<file path="src/rtl/adder_pkg.sv">
// Shared constants and parameter helpers for the pipelined adder family.
package adder_pkg;

    localparam int unsigned ADDER_DEF_WIDTH  = 16;
    localparam int unsigned ADDER_DEF_STAGES = 4;

    function automatic int unsigned slice_width(input int unsigned width,
                                                input int unsigned stages);
        return (stages == 0) ? width : width / stages;
    endfunction

    function automatic bit stages_ok(input int unsigned width,
                                     input int unsigned stages);
        return (width >= 1) && (stages >= 1) && (stages <= width) &&
               ((width % stages) == 0);
    endfunction

endpackage

</file>
<file path="src/rtl/adder_slice.sv">
// Combinational SW-bit ripple adder; one instance per pipeline slice.
module adder_slice #(
    parameter int unsigned SW = 4
) (
    input  logic [SW-1:0] x,
    input  logic [SW-1:0] y,
    input  logic          ci,
    output logic [SW-1:0] s,
    output logic          co
);

    always_comb begin
        {co, s} = {1'b0, x} + {1'b0, y} + {{SW{1'b0}}, ci};
    end

endmodule

</file>
<file path="src/rtl/pipelined_adder.sv">
// Pipelined WIDTH-bit adder with valid/ready handshakes, STAGES carry slices.
// Optional signed-overflow output enabled by defining PIPELINED_ADDER_OVF_EN.
module pipelined_adder
    import adder_pkg::*;
#(
    parameter int unsigned WIDTH  = ADDER_DEF_WIDTH,
    parameter int unsigned STAGES = ADDER_DEF_STAGES
) (
    input  logic             clk,
    input  logic             rst_n,
    input  logic             in_valid,
    output logic             in_ready,
    input  logic [WIDTH-1:0] a,
    input  logic [WIDTH-1:0] b,
    input  logic             cin,
    output logic             out_valid,
    input  logic             out_ready,
    output logic [WIDTH-1:0] sum,
    output logic             cout
`ifdef PIPELINED_ADDER_OVF_EN
    ,
    output logic             ovf
`endif
);

    localparam int unsigned SW = slice_width(WIDTH, STAGES);

    logic              adv;
    logic [STAGES-1:0] vld_q;
    logic [SW-1:0]     sum_al [STAGES];

    assign out_valid = vld_q[STAGES-1];
    assign adv       = !out_valid || out_ready;
    assign in_ready  = adv;

    always_ff @(posedge clk or negedge rst_n) begin
        if (!rst_n) begin
            vld_q <= '0;
        end else if (adv) begin
            vld_q[0] <= in_valid;
            for (int unsigned i = 1; i < STAGES; i++) begin
                vld_q[i] <= vld_q[i-1];
            end
        end
    end

    for (genvar k = 0; k < STAGES; k++) begin : g_slice
        localparam int unsigned K      = k;
        // Rank register plus the deskew delays that line this slice up with the last one.
        localparam int unsigned DESKEW = STAGES - k;

        logic [SW-1:0] xk, yk, sk;
        logic          ck, cok, cq;
        logic [SW-1:0] sd [DESKEW];

        if (k == 0) begin : g_head
            assign xk = a[SW-1:0];
            assign yk = b[SW-1:0];
            assign ck = cin;
        end else begin : g_skew
            logic [SW-1:0] xd [K];
            logic [SW-1:0] yd [K];

            always_ff @(posedge clk or negedge rst_n) begin
                if (!rst_n) begin
                    for (int unsigned i = 0; i < K; i++) begin
                        xd[i] <= '0;
                        yd[i] <= '0;
                    end
                end else if (adv) begin
                    xd[0] <= a[K*SW +: SW];
                    yd[0] <= b[K*SW +: SW];
                    for (int unsigned i = 1; i < K; i++) begin
                        xd[i] <= xd[i-1];
                        yd[i] <= yd[i-1];
                    end
                end
            end

            assign xk = xd[K-1];
            assign yk = yd[K-1];
            assign ck = g_slice[k-1].cq;
        end

        adder_slice #(.SW(SW)) u_slice (
            .x  (xk),
            .y  (yk),
            .ci (ck),
            .s  (sk),
            .co (cok)
        );

        always_ff @(posedge clk or negedge rst_n) begin
            if (!rst_n) begin
                cq <= 1'b0;
                for (int unsigned i = 0; i < DESKEW; i++) begin
                    sd[i] <= '0;
                end
            end else if (adv) begin
                cq    <= cok;
                sd[0] <= sk;
                for (int unsigned i = 1; i < DESKEW; i++) begin
                    sd[i] <= sd[i-1];
                end
            end
        end

        assign sum_al[k] = sd[DESKEW-1];
    end

    always_comb begin
        sum = '0;
        for (int unsigned k = 0; k < STAGES; k++) begin
            sum[k*SW +: SW] = sum_al[k];
        end
    end

    assign cout = g_slice[STAGES-1].cq;

`ifdef PIPELINED_ADDER_OVF_EN
    // MSB operands arrive already skewed at the last slice, so ovf shares its rank register.
    logic ovf_d;

    always_comb begin
        ovf_d = (g_slice[STAGES-1].xk[SW-1] == g_slice[STAGES-1].yk[SW-1]) &&
                (g_slice[STAGES-1].sk[SW-1] != g_slice[STAGES-1].xk[SW-1]);
    end

    always_ff @(posedge clk or negedge rst_n) begin
        if (!rst_n) begin
            ovf <= 1'b0;
        end else if (adv) begin
            ovf <= ovf_d;
        end
    end
`endif

endmodule
</file>
<file path="config.mk">
export PLATFORM = sky130hd
export DESIGN_NAME = pipelined_adder
export DESIGN_NICKNAME = d
export VERILOG_FILES = /design/src/rtl/adder_pkg.sv /design/src/rtl/adder_slice.sv /design/src/rtl/pipelined_adder.sv
export SDC_FILE = /design/constraint.sdc
export NUM_CORES = 1
export LEC_CHECK = 0
export ABC_CLOCK_PERIOD_IN_PS = 4200
export BUFFER_PORTS_ARGS = -buffer_cell sky130_fd_sc_hd__buf_4
export CAP_MARGIN = 40
export CORE_MARGIN = 5
export CORE_UTILIZATION = 45
export CTS_CLUSTER_SIZE = 40
export DETAILED_ROUTE_END_ITERATION = 10
export SYNTH_ARGS = -nofsm -noshare
export SYNTH_HDL_FRONTEND = slang
export SYNTH_SLANG_ARGS = --single-unit
</file>
<file path="constraint.sdc">
create_clock -name clk -period 4.2 [get_ports clk]
set_input_delay 0.84 -clock clk [delete_from_list [all_inputs] [get_ports clk]]
set_output_delay 0.84 -clock clk [all_outputs]
set_load 0.02 [all_outputs]
</file>
==> impl_metrics.ini <==
[pwr]
p_sw_share_pct = 36.6
clkPwrFrac_pct = 17.2
p_int_uw = 2150
ir_drop_v = 0.000264
switching_power_uw = 1240
p_seq_share_pct = 45.4
power_density_mw_per_mm2 = 704
cellLeakagePower_uw = 0.00258
combPwrFrac_pct = 37.4

[critical_path]
crit_arrival_ns = 1.35
end_kind = output port
critPathRequiredTime_ns = 3.36
crit_type = primary input to output port
path_max_fanout = 4
startpoint_type = primary input

[clock_tree]
clock_latency_ns = 0.35
cts_sinks = 96
ctsResizeCount = 0
h-tree-depth = 3
cts_buffers = 9
cts_tree = done
cts_setup_buffers = 0
clockRootBuffer = clkbuf_8
clk_pin_slew_ns = 0.09
cts_buffer_depth = 2
hold_buffers = 0

[route]
wl_um = 7250
routed_via_density = 4.64
wl_per_cell_um = 11.9
drc = 0
first_iter_violations = 97
num_vias = 2838
dr.pass1.iters = 4
final_antenna_net_count = 0

[sta]
slew_violations = 0
maxSlewHeadroom_pct = 64.3
finalSetupTns_ns = 0
setup_viol = 0
clock.fmax_mhz = 457
period_minus_slack_ns = 2.19
tightest_slew_ns = 0.536
finalHoldViolCount = 0
finClkSkew_ns = 0.00940
rsz0062_at_grt = no
finalHoldWorstSlack_ns = 0.358
post-route-period-util_pct = 52.1

[floorplan]
initial_core_util_pct = 45.7
die_w_um = 107
pin_count = 56
die_y_um = 107
core_area_mm2 = 0.00920
dieArea_mm2 = 0.0114
core.rowCount = 35

[final_layout]
n_antenna_cell = 0
final_common_cell = nand2_1
final_cell_mix = 233 x nand2_1, 96 x dfrtp_1, 59 x buf_4, 19 x o21ai_0, 14 x inv_1
nets = 552
drive_above_1_share_pct = 15.6
areaGrowthSynthToFinish_pct = 14.3
final_util_pct = 52.3
stdcell_count = 611

[synthesis]
synth_xor_area_share_pct = 0.833
synth_top_cells_by_area = dfrtp_1 57%, nand2_1 21%, fa_1 3.8%
synth_top_area_cell = dfrtp_1
synth.mux.area_fraction_pct = 0
synthCells = 456
synthSimpleGateAreaFrac_pct = 23.1
synth.distinct_cells = 22
synth.top_cell.area_share_pct = 57.1
syn_area_mm2 = 0.00421
synth.avg_cell_area_um2 = 9.22
synth_top_family_by_area = simple AND/OR/NAND/NOR gates
synthAdderAreaFrac_pct = 7.38
syn_nets = 513
synth_compound_area_share_pct = 5.12
synth_seq_cells = 96
yosys_warnings = 0
yosysSeqAreaShare_pct = 57.1

[flow_run]
cap_violations = 0

[placed_design]
gp_congestion = 0.705
dp_hpwl_um = 5010
placement.io_buffers = 55
dp.cells = 595

[grt]
globalRouteOverflowTotal = 0
first_global_vias = 2898
antenna_found_initial = 0
grt_pass1_wl_um = 13000
grt_max_degree = 84
grt_usage_pct = 14.1

[outcome]
status = finished clean

[worst_hold_path]
hold_path_class = primary input to async pin
==> metal layers <==
layer  share of wire (%)  vias to the layer above  global-route usage [%]
met2                  50                       46                    23.7
met1                  45                     1322                    17.8
met3                 5.0                        7                    4.03
met4                0.86                        0                    3.84
li1                    -                     1463                       -
met5                   0                        -                       0
==> state kept, by name, indices dropped and copies added (netlist names) <==
signal / count
g_slice.xk: 8
sum: 12
g_slice.g_skew.xd: 16
vld_q: 4
g_slice.g_skew.yd: 16
g_slice.sd: 28
cout: 1
g_slice.cq: 3
g_slice.yk: 8
==> synthesized netlist by cell type <==
| cell type | n |
|---|---|
| ha_1 | 12 |
| xnor2_1 | 1 |
| buf_6 | 2 |
| a211oi_1 | 1 |
| a21o_1 | 4 |
| nor3_1 | 1 |
| nor2_1 | 10 |
| buf_2 | 15 |
| fa_1 | 8 |
| nor2b_4 | 2 |
| buf_4 | 16 |
| dfrtp_1 | 96 |
| nand2b_1 | 1 |
| inv_1 | 14 |
| inv_2 | 1 |
| nand2_1 | 233 |
| o21ai_0 | 19 |
| nor2b_1 | 3 |
| o31ai_2 | 1 |
| xor2_1 | 3 |
| a21oi_1 | 11 |
| o21a_1 | 2 |
==> power groups by stage <==
stage / registers, uW / logic, uW / clock network [uW]
6_report: 1540 / 1270 / 583
5_1_grt: 1590 / 1470 / 642
3_5_place_dp: 1560 / 1300 / 0
2_1_floorplan: 1540 / 984 / 0
3_3_place_gp: 1550 / 1230 / 0
4_1_cts: 1550 / 1300 / 606
==> cell type report <==
class,count,area [um2]
multi-input combinational,312,1530
clock inverter,4,55.1
sequential,96,2400
inverter,15,57.6
clock buffer,12,135
fill,913,4390
timing repair buffer,61,490
tap,111,139
==> path summary, 6_finish.rpt <==
| path | from | endpoint | slack [ns] | cells past startpoint |
|---|---|---|---|---|
| min | rst_n | sum[1]$_DFFE_PN0P_ | 0.36 | 1 |
| max reg2reg | g_slice[0].cq$_DFFE_PN0P_ | g_slice[1].cq$_DFFE_PN0P_ | 2.31 | 5 |
| min in group clk | sum[0]$_DFFE_PN0P_ | sum[0]$_DFFE_PN0P_ | 0.47 | 2 |
| max in group asynchronous | rst_n | g_slice[2].sd[6]$_DFFE_PN0P_ | 3.00 | 2 |
| min reg2reg | sum[0]$_DFFE_PN0P_ | sum[0]$_DFFE_PN0P_ | 0.47 | 2 |
| max | out_ready | in_ready | 2.01 | 4 |
==> critical path, cell delays in order <==
cell and delay (ns):
buf_4 0.12, nor2b_4 0.12, clkinv_2 0.10, buf_4 0.17
==> stage by stage <==
step / cell area [um2] / total power, uW / setup slack [ns]
6_report: 4810 / 3390 / 2.01
5_1_grt: 4810 / 3710 / 1.97
4_1_cts: 4810 / 3450 / 1.99
3_5_place_dp: 4620 / 2860 / 2.00
3_3_place_gp: 4570 / 2780 / 1.96
2_1_floorplan: 4210 / 2520 / 2.10
==> logic make-up (layout without fill, tap and decap cells) <==
kind of cell	Yosys count	after routing
flops	96	96
buf+inv	48	92
xor+xnor	4	4
fa+ha+maj	20	20
simple gates	250	250
compound gates	38	38
Note: power is estimated with default switching activity, not from simulation.
